`src/rtl/ifetch_pkg.sv`:
```
// Shared types and constants for the picoMIPS fetch stage and program counter.
package ifetch_pkg;

  localparam int P_SIZE_DEF = 6;
  localparam int I_SIZE_DEF = 16;

  typedef enum logic [1:0] {
    FILL  = 2'd0,
    RUN   = 2'd1,
    FLUSH = 2'd2,
    HALT  = 2'd3
  } fetch_state_t;

  localparam logic [I_SIZE_DEF-1:0] HALT_WORD = {I_SIZE_DEF{1'b1}};

endpackage

```
`src/rtl/instruction_fetch.sv`:
```
// picoMIPS fetch stage: PC control, one-cycle ROM fetch, stall hold and branch flush.
// Optional halt-on-all-ones support is enabled with `define IFETCH_HALT_EN.
module instruction_fetch
  import ifetch_pkg::*;
#(
  parameter int P_SIZE = P_SIZE_DEF,
  parameter int I_SIZE = I_SIZE_DEF
) (
  input  logic              clk,
  input  logic              rst,
  input  logic [P_SIZE-1:0] pcAddress,
  input  logic [I_SIZE-1:0] romData,
  input  logic              stall,
  input  logic              branchReq,
  input  logic              branchIsRel,
  input  logic [P_SIZE-1:0] branchTarget,
  output logic              inc,
  output logic              branchAbs,
  output logic              branchRel,
  output logic [P_SIZE-1:0] branchAddress,
  output logic [I_SIZE-1:0] instr,
  output logic [P_SIZE-1:0] instrAddr,
  output logic              instrValid
);

  fetch_state_t      state_q, state_d;
  logic              stalled_q, stalled_d;
  logic [I_SIZE-1:0] hold_instr_q, hold_instr_d;
  logic [P_SIZE-1:0] hold_addr_q, hold_addr_d;
  logic [P_SIZE-1:0] addr_q, addr_d;

  logic [I_SIZE-1:0] cur_instr_s;
  logic [P_SIZE-1:0] cur_addr_s;
  logic              inc_s, abs_s, rel_s, valid_s;
  logic [P_SIZE-1:0] baddr_s;

  // After a stalled cycle the held word is shown instead of the ROM word.
  always_comb begin
    cur_instr_s = stalled_q ? hold_instr_q : romData;
    cur_addr_s  = stalled_q ? hold_addr_q  : addr_q;
  end

  always_comb begin
    state_d = state_q;
    inc_s   = 1'b0;
    abs_s   = 1'b0;
    rel_s   = 1'b0;
    baddr_s = '0;
    valid_s = 1'b0;
    case (state_q)
      FILL: begin
        inc_s   = 1'b1;
        state_d = RUN;
      end
      RUN: begin
        valid_s = 1'b1;
        if (stall) begin
          state_d = RUN;
`ifdef IFETCH_HALT_EN
        end else if (cur_instr_s == I_SIZE'(HALT_WORD)) begin
          state_d = HALT;
`endif
        end else if (branchReq) begin
          abs_s   = ~branchIsRel;
          rel_s   = branchIsRel;
          baddr_s = branchTarget;
          state_d = FLUSH;
        end else begin
          inc_s = 1'b1;
        end
      end
      FLUSH: begin
        inc_s   = 1'b1;
        state_d = RUN;
      end
`ifdef IFETCH_HALT_EN
      HALT: begin
        state_d = HALT;
      end
`endif
      default: begin
        state_d = FILL;
      end
    endcase
  end

  always_comb begin
    stalled_d    = (state_q == RUN) && stall;
    hold_instr_d = stalled_d ? cur_instr_s : hold_instr_q;
    hold_addr_d  = stalled_d ? cur_addr_s  : hold_addr_q;
    addr_d       = pcAddress;
  end

  always_ff @(posedge clk or posedge rst) begin
    if (rst) begin
      state_q      <= FILL;
      stalled_q    <= 1'b0;
      hold_instr_q <= '0;
      hold_addr_q  <= '0;
      addr_q       <= '0;
    end else begin
      state_q      <= state_d;
      stalled_q    <= stalled_d;
      hold_instr_q <= hold_instr_d;
      hold_addr_q  <= hold_addr_d;
      addr_q       <= addr_d;
    end
  end

  // romData is not cleared by our reset, so the data path is gated while rst is high.
  assign inc           = inc_s & ~rst;
  assign branchAbs     = abs_s;
  assign branchRel     = rel_s;
  assign branchAddress = baddr_s;
  assign instr         = rst ? '0 : cur_instr_s;
  assign instrAddr     = cur_addr_s;
  assign instrValid    = valid_s;

endmodule

```
`config.mk`:
```
export PLATFORM = sky130hd
export DESIGN_NAME = instruction_fetch
export DESIGN_NICKNAME = d
export VERILOG_FILES = /design/src/rtl/ifetch_pkg.sv /design/src/rtl/instruction_fetch.sv
export SDC_FILE = /design/constraint.sdc
export NUM_CORES = 1
export LEC_CHECK = 0
export BUFFER_PORTS_ARGS = -buffer_cell sky130_fd_sc_hd__buf_2
export CORE_MARGIN = 1.5
export CORE_UTILIZATION = 35
export CTS_BUF_LIST = sky130_fd_sc_hd__clkbuf_8
export CTS_CLUSTER_DIAMETER = 80
export CTS_CLUSTER_SIZE = 8
export DETAILED_ROUTE_END_ITERATION = 6
export HOLD_SLACK_MARGIN = 0.02
export SKIP_CTS_REPAIR_TIMING = 1
export SYNTH_ARGS = -nofsm -noshare
export SYNTH_HDL_FRONTEND = slang
export SYNTH_SLANG_ARGS = --single-unit
```
`constraint.sdc`:
```
create_clock -name clk -period 1.5 [get_ports clk]
set_input_delay 0.075 -clock clk [delete_from_list [all_inputs] [get_ports clk]]
set_output_delay 0.075 -clock clk [all_outputs]
set_load 0.05 [all_outputs]
```
# ---- After elaboration in Yosys (flattened, before gate mapping)
# Cells that the tools add are included.
dict set report op_classes {
  n_addsub 0
  n_mul 0
  div 0
  order_cmp 0
  eq_ne 3
  shift 0
  n_mux 19
  n_bitwise 3
  reduce_logical 3
}
# op count
set op_table {}
lappend op_table {{$mux W16} 2}
lappend op_table {{$mux W6} 4}
lappend op_table {{$mux W1} 9}
lappend op_table {{$mux W2} 2}
lappend op_table {{$pmux W2 S2} 1}
lappend op_table {{$ne A3 B3 Y1 const B} 1}
lappend op_table {{$eq A2 B1 Y1 const B} 1}
lappend op_table {{$eq A2 B2 Y1 const B} 1}
lappend op_table {{$logic_not A2 Y1} 1}
lappend op_table {{$not A1 Y1} 2}
lappend op_table {{$pmux W1 S2} 1}
lappend op_table {{$reduce_or A2 Y1} 1}
lappend op_table {{$and A1 B1 Y1} 1}
lappend op_table {{$logic_and A1 B1 Y1} 1}
dict set report word_totals {
  ff_bits 31
  latchBits 0
  ram_bits 0
  romBits 0
  input_bits 33
  out_inout_bits 32
  wordCells 33
  mem_count 0
}

# ---- Depth between registers and ports, before layout
# Gate-level depths: netlist (run 1).
dict set report depth {
  ltp_word 4
  mapped_depth 4
  mapped_depth_nobuf 2
}

# ---- Worst setup path before layout (run 1)
# Ideal clock, no wire load.
dict set report synth_path {
  kind {register to output}
  start {reg state_q[1]}
  end {out branchAbs}
  arrival_ns 1.586
  required_time_ns 1.425
  slack_ns -0.161
  path_stages_with_launch 4
  n_path_buf 1
  cell_sequence {dfrtp_1 nor4bb_1 clkbuf_1 nor2b_1}
}
dict set report synth_via {
  elab_chain_cells 2
}
# element line
set synth_rtl {}
lappend synth_rtl {{from (decl)} instruction_fetch.sv:26} ;# fetch_state_t state_q, state_d;
lappend synth_rtl {{from (signal assigned)} instruction_fetch.sv:102} ;# state_q <= state_d;
lappend synth_rtl {{$eq A2 B1 Y1} instruction_fetch.sv:50} ;# case (state_q)
lappend synth_rtl {{$mux W1} instruction_fetch.sv:50}
lappend synth_rtl {{to (decl)} instruction_fetch.sv:18} ;# output logic branchAbs,
# No other way between the ends.

# ---- Worst setup path after layout (run 1)
dict set report layout_path {
  start {reg state_q[1]}
  end {out branchAddress[5]}
}
dict set report layout_via {
  elab_chain_cells 2
}
# element line
set layout_rtl {}
lappend layout_rtl {{$eq A2 B1 Y1} instruction_fetch.sv:50}
lappend layout_rtl {{$mux W6} instruction_fetch.sv:50}
lappend layout_rtl {{to (decl)} instruction_fetch.sv:20} ;# output logic [P_SIZE-1:0] branchAddress,
# No other way between the ends.

==> flow_summary.yaml, run 1 <==
detailed_routing:
  dr.pass1.iters: 3
  antenna_left: 0
  wl_um: 3823
  vias: 1186
  first_iter_violations: 24
  vias_per_cell: 4.802
  wl_per_cell_um: 15.48
  drc: 0
synthesis:
  synth_mux_area_share_pct: 32.07
  ys_ff_latch: 31
  synth_top_family_by_area: "multiplexers"
  synth_fa_ha_area_share_pct: 0
  syn_area_um2: 1483
  ys_seq_area_share_pct: 52.32
  ys_types: 17
  avgSynthCellArea_um2: 12.78
  syn_nets: 149
  synth-compound-area-share_pct: 0.6751
  synthSimpleGateAreaFrac_pct: 10.89
  yosys_warnings: 0
  synthXorXnorAreaFrac_pct: 0
  syn_inst: 116
global_route:
  grt_usage_pct: 14.65
  grt_pass1_wl_um: 4878
  grt_pass1_vias: 1134
  grt_overflow: 0
  grt_start_max_net_pins: 23
  antenna_found_initial: 0
cts:
  numCtsBuffers: 5
  cts_root_buf: "clkbuf_8"
  clock_latency_ns: 0.28
  clkSlewWorstSetupHoldPaths_ns: 0.06
  clock_sinks: 31
  cts-htree-levels: 2
  cts_tree: "built"
  clk_path_buf_depth: 2
final_layout:
  syn_to_final_growth_pct: 67.59
  num-nets-final: 229
  most-common-layout-cells: "buf_2 (34), dfrtp_1 (30), mux2_1 (22)"
  diodes: 0
  drive_gt1_share_pct: 62.44
  design_area_um2: 2485
  final_common_cell: "buf_2"
  fillers: 337
placed_design:
  gp_congestion: 0.6977
  hpwl_um: 2306
  io_buffers: 64
  placed_area_um2: 1886
power_and_ir_drop:
  vdd_drop_max_uv: 604.4
  p_leak_nw: 1.139
  powerDensity_nw_per_um2: 1162
timing:
  setup-tns-final_ns: -0.7349
  fin_crit_sh_pct: 104.7
  setup_slack_ns: -0.07086
  slew_headroom_pct: 66.50
  slew_violations: 0
  tightest_slew_ns: 0.5025
  period_needed_ns: 1.571
  fin_skew_ns: 0.003965
  finalSetupViolations: 21
  final_hold_viol_count: 0
  max_freq_mhz: 636.6
  rsz0062_at_grt: "true"
worst_setup_path:
  cp_data_required_time_ns: 1.42
  crit_buf_inv: 2
  cpLargestDelayFamily: "simple AND/OR/NAND/NOR gates"
  ff2ff_setup_slack_ns: -0.02
  critPathArrivalTime_ns: 1.50
  path_max_fanout: 5
  end_kind: "output pin"
  crit_chain: "nor4bb_4, buf_4, and2_1, buf_6"
  worst-setup-path-type: "reg -> out"
  slowest_stage: "dfrtp_1"
  worst_path_largest_cell_delay_ns: 0.43
  critPathLaunchType: "flip-flop"
floorplan:
  die_w_um: 68.09
  row_count: 23
  start_util_pct: 36.80
  dieArea_um2: 4636
  boundaryPins: 65
  coreArea_um2: 4029
  fp.dieH_um: 68.09
outcome:
  outcome: "complete, but fails checks"
  violations: "negative setup slack"
run:
  maxCapViolCount: 0
worst_hold_path:
  hp-class: "in -> reg"
cells in the mapped netlist:
cell type / number / area (um^2)
nor4bb_1: 1 / 10.01
or3_1: 1 / 6.260
mux2_1: 22 / 247.7
buf_1: 1 / 3.750
inv_1: 1 / 3.750
clkbuf_1: 2 / 7.510
nor2b_1: 3 / 18.77
and4bb_4: 1 / 16.27
dfrtp_1: 31 / 775.7
mux2_2: 6 / 67.56
buf_2: 3 / 15.01
mux2i_1: 16 / 160.2
o21ai_0: 1 / 5.000
buf_8: 2 / 30.03
nor2_1: 16 / 60.06
a21oi_1: 1 / 5.000
and2_1: 8 / 50.05
logic make-up (layout without fill, tap and decap cells):
group | Yosys count | in the layout
muxes | 44 | 44
AOI/OAI and AO/OA | 2 | 2
and+or+nand+nor | 30 | 30
buffers and inverters | 9 | 90
DFF | 31 | 31
metrics by stage:
stage | total power, mW | setup WS, ns | cells | hold WS [ns] | utilization (%)
6_report | 2.887 | -0.07086 | 247 | 0.02785 | 61.68
3_5_place_dp | 1.958 | 0.03503 | 226 | 0.1848 | 46.80
4_1_cts | 2.584 | -0.1666 | 234 | -0.1124 | 48.88
2_1_floorplan | 1.768 | 0.08346 | 116 | 0.1064 | -
5_1_grt | 3.032 | -0.1394 | 247 | 0.03073 | 61.68
3_3_place_gp | 1.922 | 0.08380 | 226 | 0.1836 | 46.80
sequential cells by signal, summed over array words and instances, names as in the netlist:
| name | flops |
|---|---|
| hold_instr_q | 16 |
| state_q | 2 |
| hold_addr_q | 6 |
| stalled_q | 1 |
| addr_q | 6 |
per-layer routing:
layer	global-route usage (%)	vias to the layer above	share of wire, %
li1	-	557	-
met1	15.09	581	36
met5	0	-	0
met3	4.441	6	5.1
met2	26.58	42	57
met4	7.500	0	1.7
layout make-up:
class / instances / area [um^2] / share of cell area (%)
multi-input cells: 76 / 799.5 / 32.18
repair buffers: 81 / 758.2 / 30.51
inverters: 1 / 3.754 / 0.1511
flip-flops and latches: 31 / 777.0 / 31.27
clock inverters: 3 / 15.01 / 0.6042
well taps: 50 / 62.56 / 2.518
clock buffers: 5 / 68.82 / 2.769
worst reg2reg max path, stage by stage (launching register included):
cell      delay [ns]
dfrtp_2         0.42
and4bb_4        0.58
mux2_1          0.39
final timing paths:
path	startpoint	end	cells after the start
max in group asynchronous	rst	stalled_q$_DFF_PP0_	3
hold reg to reg	hold_instr_q[2]$_DFFE_PP0P_	hold_instr_q[2]$_DFFE_PP0P_	1
setup / recovery	state_q[1]$_DFFE_PP0P_	branchAddress[5]	4
min in group asynchronous	rst	state_q[0]$_DFFE_PP0P_	3
hold / removal	romData[5]	hold_instr_q[5]$_DFFE_PP0P_	2
setup reg to reg	stalled_q$_DFF_PP0_	hold_addr_q[1]$_DFFE_PP0P_	2
power breakdown:
part           total (mW)  leakage [nW]  internal (mW)  switching [mW]
clock               0.617        0.0477          0.316           0.301
sequential           1.12         0.362           1.01           0.109
combinational        1.15         0.729          0.535           0.612
total                2.89          1.14           1.87            1.02
Note: power is estimated with default switching activity, not from simulation.
==> inputs of run 2 (changes only) <==
--- a/config.mk
+++ b/config.mk
@@ -7,12 +7,13 @@
 export LEC_CHECK = 0
 export BUFFER_PORTS_ARGS = -buffer_cell sky130_fd_sc_hd__buf_2
 export CORE_MARGIN = 1.5
-export CORE_UTILIZATION = 35
+export CORE_UTILIZATION = 48
 export CTS_BUF_LIST = sky130_fd_sc_hd__clkbuf_8
 export CTS_CLUSTER_DIAMETER = 80
 export CTS_CLUSTER_SIZE = 8
 export DETAILED_ROUTE_END_ITERATION = 6
 export HOLD_SLACK_MARGIN = 0.02
+export PLACE_DENSITY = 0.81
 export SKIP_CTS_REPAIR_TIMING = 1
 export SYNTH_ARGS = -nofsm -noshare
 export SYNTH_HDL_FRONTEND = slang
==> constraint.sdc (replaced) <==
create_clock -name clk -period 1.5 [get_ports clk]
set_input_delay 0.075 -clock clk [delete_from_list [all_inputs] [get_ports clk]]
set_output_delay 0.075 -clock clk [all_outputs]
set_load 0.1 [all_outputs]
==> flow_summary.yaml, run 2 <==
outcome:
  outcome: "stopped before the end"
  stop_stage: "5_1_grt"
  error_message: "[ERROR DPL-0038] Utilization greater than 100%, impossible to legalize"
placed_design:
  io_buffers: 64
  placed_cells: 207
  hpwl_um: 2808
  placed_area_um2: 2424
  gp_congestion: 0.7403
synthesis:
  synthXorXnorAreaFrac_pct: 0
  ys_seq_area_share_pct: 52.32
  synth_top_flop_cell: "dfrtp_1"
  synth_most_common_cell: "dfrtp_1"
  yosys_warnings: 0
  syn_nets: 149
  ys_ff_latch: 31
  synth_edf_count: 0
  synth_top_area_share_pct: 52.32
  yosys-top-cells-area: "dfrtp_1 (52%), mux2_1 (17%), mux2i_1 (11%), mux2_2 (4.6%), nor2_1 (4.1%)"
  synth-compound-area-share_pct: 0.6751
  synth_mux_area_share_pct: 32.07
  synth_top_family_by_area: "multiplexers"
  synthSimpleGateAreaFrac_pct: 10.89
  synth_fa_ha_area_share_pct: 0
  syn_area_um2: 1483
  ys_types: 17
  synth_commonest_cells: "dfrtp_1 (31), mux2_1 (22), mux2i_1 (16), nor2_1 (16), and2_1 (8)"
  synth.largest_area_cell: "dfrtp_1"
  avgSynthCellArea_um2: 12.78
  syn_inst: 116
  async_reset_ff_share_pct: 100.0
timing:
  worstEpCategory: "top-level output"
  worstEndpointGrtRepair: "branchAbs"
floorplan:
  die_w_um: 58.58
  boundaryPins: 65
  fp.dieH_um: 58.58
  row_count: 19
  start_util_pct: 51.97
global_route:
  grt_start_max_net_pins: 23
cts:
  clk_path_buf_depth: 2
  numCtsBuffers: 5
  cts_root_buf: "clkbuf_8"
  clock_sinks: 31
  cts-htree-levels: 2
run 2: cell counts after synthesis:
Identical to the previous run, type by type.
run 2: per-stage QoR:
stage	worst slack, ns	hold slack, ns
after detailed placement	-0.01696	0.1847
after floorplan	-0.2215	0.1064
after global placement	0.08282	0.1835
after CTS	-0.2197	-0.1042
run 2: logic make-up after synthesis:
family	count (synthesis)
multiplexers	44
flip-flops	31
AND/OR/NAND/NOR	30
buffers and inverters	9
AO/OA/AOI/OAI	2
==> inputs of run 3 (changes only) <==
--- a/config.mk
+++ b/config.mk
@@ -7,13 +7,9 @@
 export LEC_CHECK = 0
 export BUFFER_PORTS_ARGS = -buffer_cell sky130_fd_sc_hd__buf_2
 export CORE_MARGIN = 1.5
-export CORE_UTILIZATION = 48
-export CTS_BUF_LIST = sky130_fd_sc_hd__clkbuf_8
-export CTS_CLUSTER_DIAMETER = 80
-export CTS_CLUSTER_SIZE = 8
+export CORE_UTILIZATION = 40
 export DETAILED_ROUTE_END_ITERATION = 6
-export HOLD_SLACK_MARGIN = 0.02
-export PLACE_DENSITY = 0.81
+export PLACE_DENSITY_LB_ADDON = 0.15
 export SKIP_CTS_REPAIR_TIMING = 1
 export SYNTH_ARGS = -nofsm -noshare
 export SYNTH_HDL_FRONTEND = slang
==> flow_summary.yaml, run 3 (synthesized netlist as in run 1, its figures left out) <==
outcome:
  outcome: "complete, but fails checks"
  violations: "negative setup slack"
worst_hold_path:
  hp-class: "in -> reg"
  min_from: "romData[9]"
  hold_path_depth: 2
  hold_path_end: "hold_instr_q[9]$_DFFE_PP0P_"
final_layout:
  largest_reg_flops: 16
  design_area_um2: 2928
  diodes: 0
  final_common_cell: "buf_12"
  finalNonFillerCells: 242
  most-common-layout-cells: "buf_12 (33), buf_2 (32), dfrtp_1 (30)"
  syn_to_final_growth_pct: 97.47
  top_register: "hold_instr_q"
  drive_gt1_share_pct: 67.35
  num-nets-final: 228
  reg_top3: "hold_instr_q x16, addr_q x6, hold_addr_q x6"
timing:
  setup-tns-final_ns: -3.931
  fin_crit_sh_pct: 109.5
  setup_slack_ns: -0.1420
  tightest_slew_ns: 0.3720
  slew_headroom_pct: 75.20
  slew_violations: 0
  rsz0062_at_grt: "true"
  fin_skew_ns: 0.008729
  final_hold_viol_count: 0
  finalSetupViolations: 53
  period_needed_ns: 1.642
  max_freq_mhz: 609.0
worst_setup_path:
  ff2ff_setup_slack_ns: -0.14
  cp_data_required_time_ns: 1.66
  timing.rr.start: "stalled_q$_DFF_PP0_"
  critPathArrivalTime_ns: 1.80
  worst-setup-path-type: "reg -> reg"
  r2r-end: "hold_instr_q[2]$_DFFE_PP0P_"
  critPathLaunchType: "flip-flop"
  path_max_fanout: 22
  worstRegToRegCells: 2
  end_kind: "flip-flop"
placed_design:
  placed_area_um2: 2470
  hpwl_um: 2629
  gp_congestion: 0.7278
  placed_cells: 224
  io_buffers: 64
cts:
  clock_sinks: 31
  clkSlewWorstSetupHoldPaths_ns: 0.07
  cts_tree: "built"
  cts-htree-levels: 2
  numCtsBuffers: 5
  cts_root_buf: "clkbuf_8"
  clock_latency_ns: 0.28
  clk_path_buf_depth: 2
global_route:
  grt_start_max_net_pins: 23
  antenna_found_initial: 0
  grt_overflow: 0
  grt_pass1_vias: 1315
  grt_usage_pct: 18.23
  grt_pass1_wl_um: 5733
floorplan:
  die_w_um: 63.88
  fp.dieH_um: 63.88
  coreArea_um2: 3442
  row_count: 21
  start_util_pct: 43.08
  dieArea_um2: 4081
  boundaryPins: 65
detailed_routing:
  vias_per_cell: 5.050
  vias: 1222
  first_iter_violations: 20
  wl_per_cell_um: 18.16
  drc: 0
  wl_um: 4395
  dr.pass1.iters: 3
  antenna_left: 0
power_and_ir_drop:
  p_leak_nw: 1.224
  vdd_drop_max_uv: 820.0
  powerDensity_nw_per_um2: 1267
run:
  maxCapViolCount: 0
[run 3: how the worst max path moves through the flow]
stage,start,endpoint,slack [ns],cells after the start
2_1_floorplan,state_q[1]$_DFFE_PP0P_,inc,-0.22,2
3_3_place_gp,state_q[1]$_DFFE_PP0P_,hold_instr_q[5]$_DFFE_PP0P_,0.08,2
3_5_place_dp,state_q[1]$_DFFE_PP0P_,hold_instr_q[15]$_DFFE_PP0P_,0.04,2
4_1_cts,stalled_q$_DFF_PP0_,instr[9],-0.16,4
5_1_grt,stalled_q$_DFF_PP0_,hold_instr_q[2]$_DFFE_PP0P_,-0.18,2
6_report,stalled_q$_DFF_PP0_,hold_instr_q[2]$_DFFE_PP0P_,-0.14,2
[run 3: stage by stage]
| step | total power, mW | hold slack, ns | utilization, % | setup WS (ns) |
|---|---|---|---|---|
| 5_1_grt | 3.852 | 0.05187 | 85.06 | -0.1803 |
| 6_report | 3.709 | 0.05860 | 85.06 | -0.1420 |
| 3_3_place_gp | 2.649 | 0.1831 | 71.76 | 0.07510 |
| 2_1_floorplan | 2.171 | 0.1064 | - | -0.2215 |
| 3_5_place_dp | 2.695 | 0.1843 | 71.76 | 0.03693 |
| 4_1_cts | 3.418 | -0.1118 | 74.77 | -0.1615 |
[run 3: report_power, final]
| part | leakage [nW] | internal (mW) | switching [mW] |
|---|---|---|---|
| combinational | 0.811 | 0.747 | 1.05 |
| sequential | 0.362 | 1.01 | 0.167 |
| clock | 0.0505 | 0.417 | 0.311 |
| total | 1.22 | 2.18 | 1.53 |
[run 3: area by class of cell]
type                    count  area (um^2)
multi-input cells          76        994.7
well taps                  46        57.56
inverters                   1        3.754
fillers                   163        514.2
clock buffers               7        96.34
flip-flops and latches     31        777.0
repair buffers             80        991.0
clock inverters             1        7.507
[run 3: metal layers]
layer | GRT usage, % | up-vias | routed length, um | part of all wire, %
met4 | 6.522 | 0 | 20 | 0.46
met5 | 0 | - | 0 | 0
met2 | 32.55 | 45 | 2406 | 55
met3 | 7.218 | 2 | 242 | 5.5
li1 | - | 557 | - | -
met1 | 19.24 | 618 | 1726 | 39
[run 3: critical path: stages (launching register included)]
cell and delay, ns:
dfrtp_2 0.49, and4bb_4 0.61, mux2_1 0.41
==> inputs of run 4 (changes only) <==
--- a/config.mk
+++ b/config.mk
@@ -6,9 +6,9 @@
 export NUM_CORES = 1
 export LEC_CHECK = 0
 export BUFFER_PORTS_ARGS = -buffer_cell sky130_fd_sc_hd__buf_2
-export CORE_MARGIN = 1.5
-export CORE_UTILIZATION = 40
+export CORE_AREA = 2 2 63 65
 export DETAILED_ROUTE_END_ITERATION = 6
+export DIE_AREA = 0 0 65 67
 export PLACE_DENSITY_LB_ADDON = 0.15
 export SKIP_CTS_REPAIR_TIMING = 1
 export SYNTH_ARGS = -nofsm -noshare
==> flow_summary.yaml, run 4 (synthesized netlist as in run 1, its figures left out) <==
timing:
  slew_headroom_pct: 42.70
  max_freq_mhz: 622.8
  final_hold_viol_count: 0
  period_needed_ns: 1.606
  rsz0062_at_grt: "true"
  finalSetupViolations: 53
  fin_crit_sh_pct: 107.0
  slew_violations: 0
  fin_skew_ns: 0.007792
  setup_slack_ns: -0.1057
  tightest_slew_ns: 0.8596
cts:
  clock_sinks: 31
  cts_tree: "built"
  clock_latency_ns: 0.29
  numCtsBuffers: 5
  cts-htree-levels: 2
  cts_root_buf: "clkbuf_8"
  clk_path_buf_depth: 2
  clkSlewWorstSetupHoldPaths_ns: 0.07
final_layout:
  syn_to_final_growth_pct: 98.82
  diodes: 0
  reg_top3: "hold_instr_q x16, addr_q x6, hold_addr_q x6"
  final_common_cell: "buf_2"
  num-nets-final: 227
  most-common-layout-cells: "buf_2 (34), buf_12 (32), dfrtp_1 (29)"
  fillers: 191
  fin_util_pct: 81.75
  top_register: "hold_instr_q"
  drive_gt1_share_pct: 68.21
  largest_reg_flops: 16
floorplan:
  dieArea_um2: 4355
  die_w_um: 65
  boundaryPins: 65
  coreArea_um2: 3606
  start_util_pct: 41.12
  fp.dieH_um: 67
  row_count: 22
power_and_ir_drop:
  vdd_drop_max_uv: 785.1
  p_total_mw: 3.820
  p_leak_nw: 1.232
  powerDensity_nw_per_um2: 1296
worst_setup_path:
  critPathArrivalTime_ns: 1.76
  path_max_fanout: 22
  worstSetupStartpoint: "stalled_q$_DFF_PP0_"
  cp_data_required_time_ns: 1.66
  end_kind: "flip-flop"
  critPathLaunchType: "flip-flop"
  timing.rr.start: "stalled_q$_DFF_PP0_"
  worst-setup-path-type: "reg -> reg"
global_route:
  grt_pass1_vias: 1227
  grt_overflow: 0
  grt_pass1_wl_um: 5630
  antenna_found_initial: 0
  grt_usage_pct: 17.86
  grt_start_max_net_pins: 23
worst_hold_path:
  min_from: "romData[0]"
  hp-class: "in -> reg"
detailed_routing:
  drc: 0
  wl_um: 4053
  antenna_left: 0
  wl_per_cell_um: 16.68
  vias_per_cell: 4.926
  vias: 1197
  first_iter_violations: 32
  dr.pass1.iters: 4
placed_design:
  io_buffers: 64
  gp_congestion: 0.7094
  hpwl_um: 2568
  post-place-ws_ns: 0.01390
run:
  maxCapViolCount: 0
outcome:
  violations: "negative setup slack"
  outcome: "complete, but fails checks"
## run 4: worst max-delay path, cell delays in order (launching register included)
cell	delay [ns]
dfrtp_2	0.49
and4bb_4	0.61
mux2_1	0.38
## run 4: layout make-up
class                   instances  area [um^2]  area share, %
multi-input cells              76         1022          34.68
flip-flops and latches         31        778.2          26.40
inverters                       1        3.754         0.1273
clock buffers                   6        82.58          2.801
repair buffers                 79        965.9          32.77
well taps                      48        60.06          2.037
clock inverters                 2        35.03          1.188
## run 4: routing by layer
layer  vias up  global-route usage [%]  wire length, um
li1        561                       -                -
met1       580                   19.09             1470
met2        47                   30.54             2230
met3         9                   8.277              284
met4         0                   7.181               68
met5         -                       0                0
## run 4: metrics by stage
step / area (um^2) / hold WS [ns] / instances / setup TNS (ns)
floorplan: 1627 / 0.1064 / 116 / -1.109
global placement: 2445 / 0.1821 / 224 / 0
detailed placement: 2445 / 0.1843 / 224 / 0
CTS: 2562 / -0.1178 / 232 / -4.549
global route: 2948 / 0.03627 / 243 / -7.029
finish: 2948 / 0.03417 / 243 / -3.922
## run 4: where the power goes
part           internal [mW]  switching [mW]
clock                  0.537           0.316
sequential              1.01           0.166
combinational          0.748            1.04
total                   2.30            1.52
## run 4: worst paths after layout
path,cells past startpoint,endpoint,slack [ns]
worst max-delay path,2,hold_instr_q[6]$_DFFE_PP0P_,-0.11
worst min-delay path,2,hold_instr_q[0]$_DFFE_PP0P_,0.03
worst min register to register,1,hold_addr_q[2]$_DFFE_PP0P_,0.50
max in group asynchronous,3,hold_instr_q[6]$_DFFE_PP0P_,0.83
min in group asynchronous,2,hold_addr_q[5]$_DFFE_PP0P_,0.14
worst max register to register,2,hold_instr_q[6]$_DFFE_PP0P_,-0.11
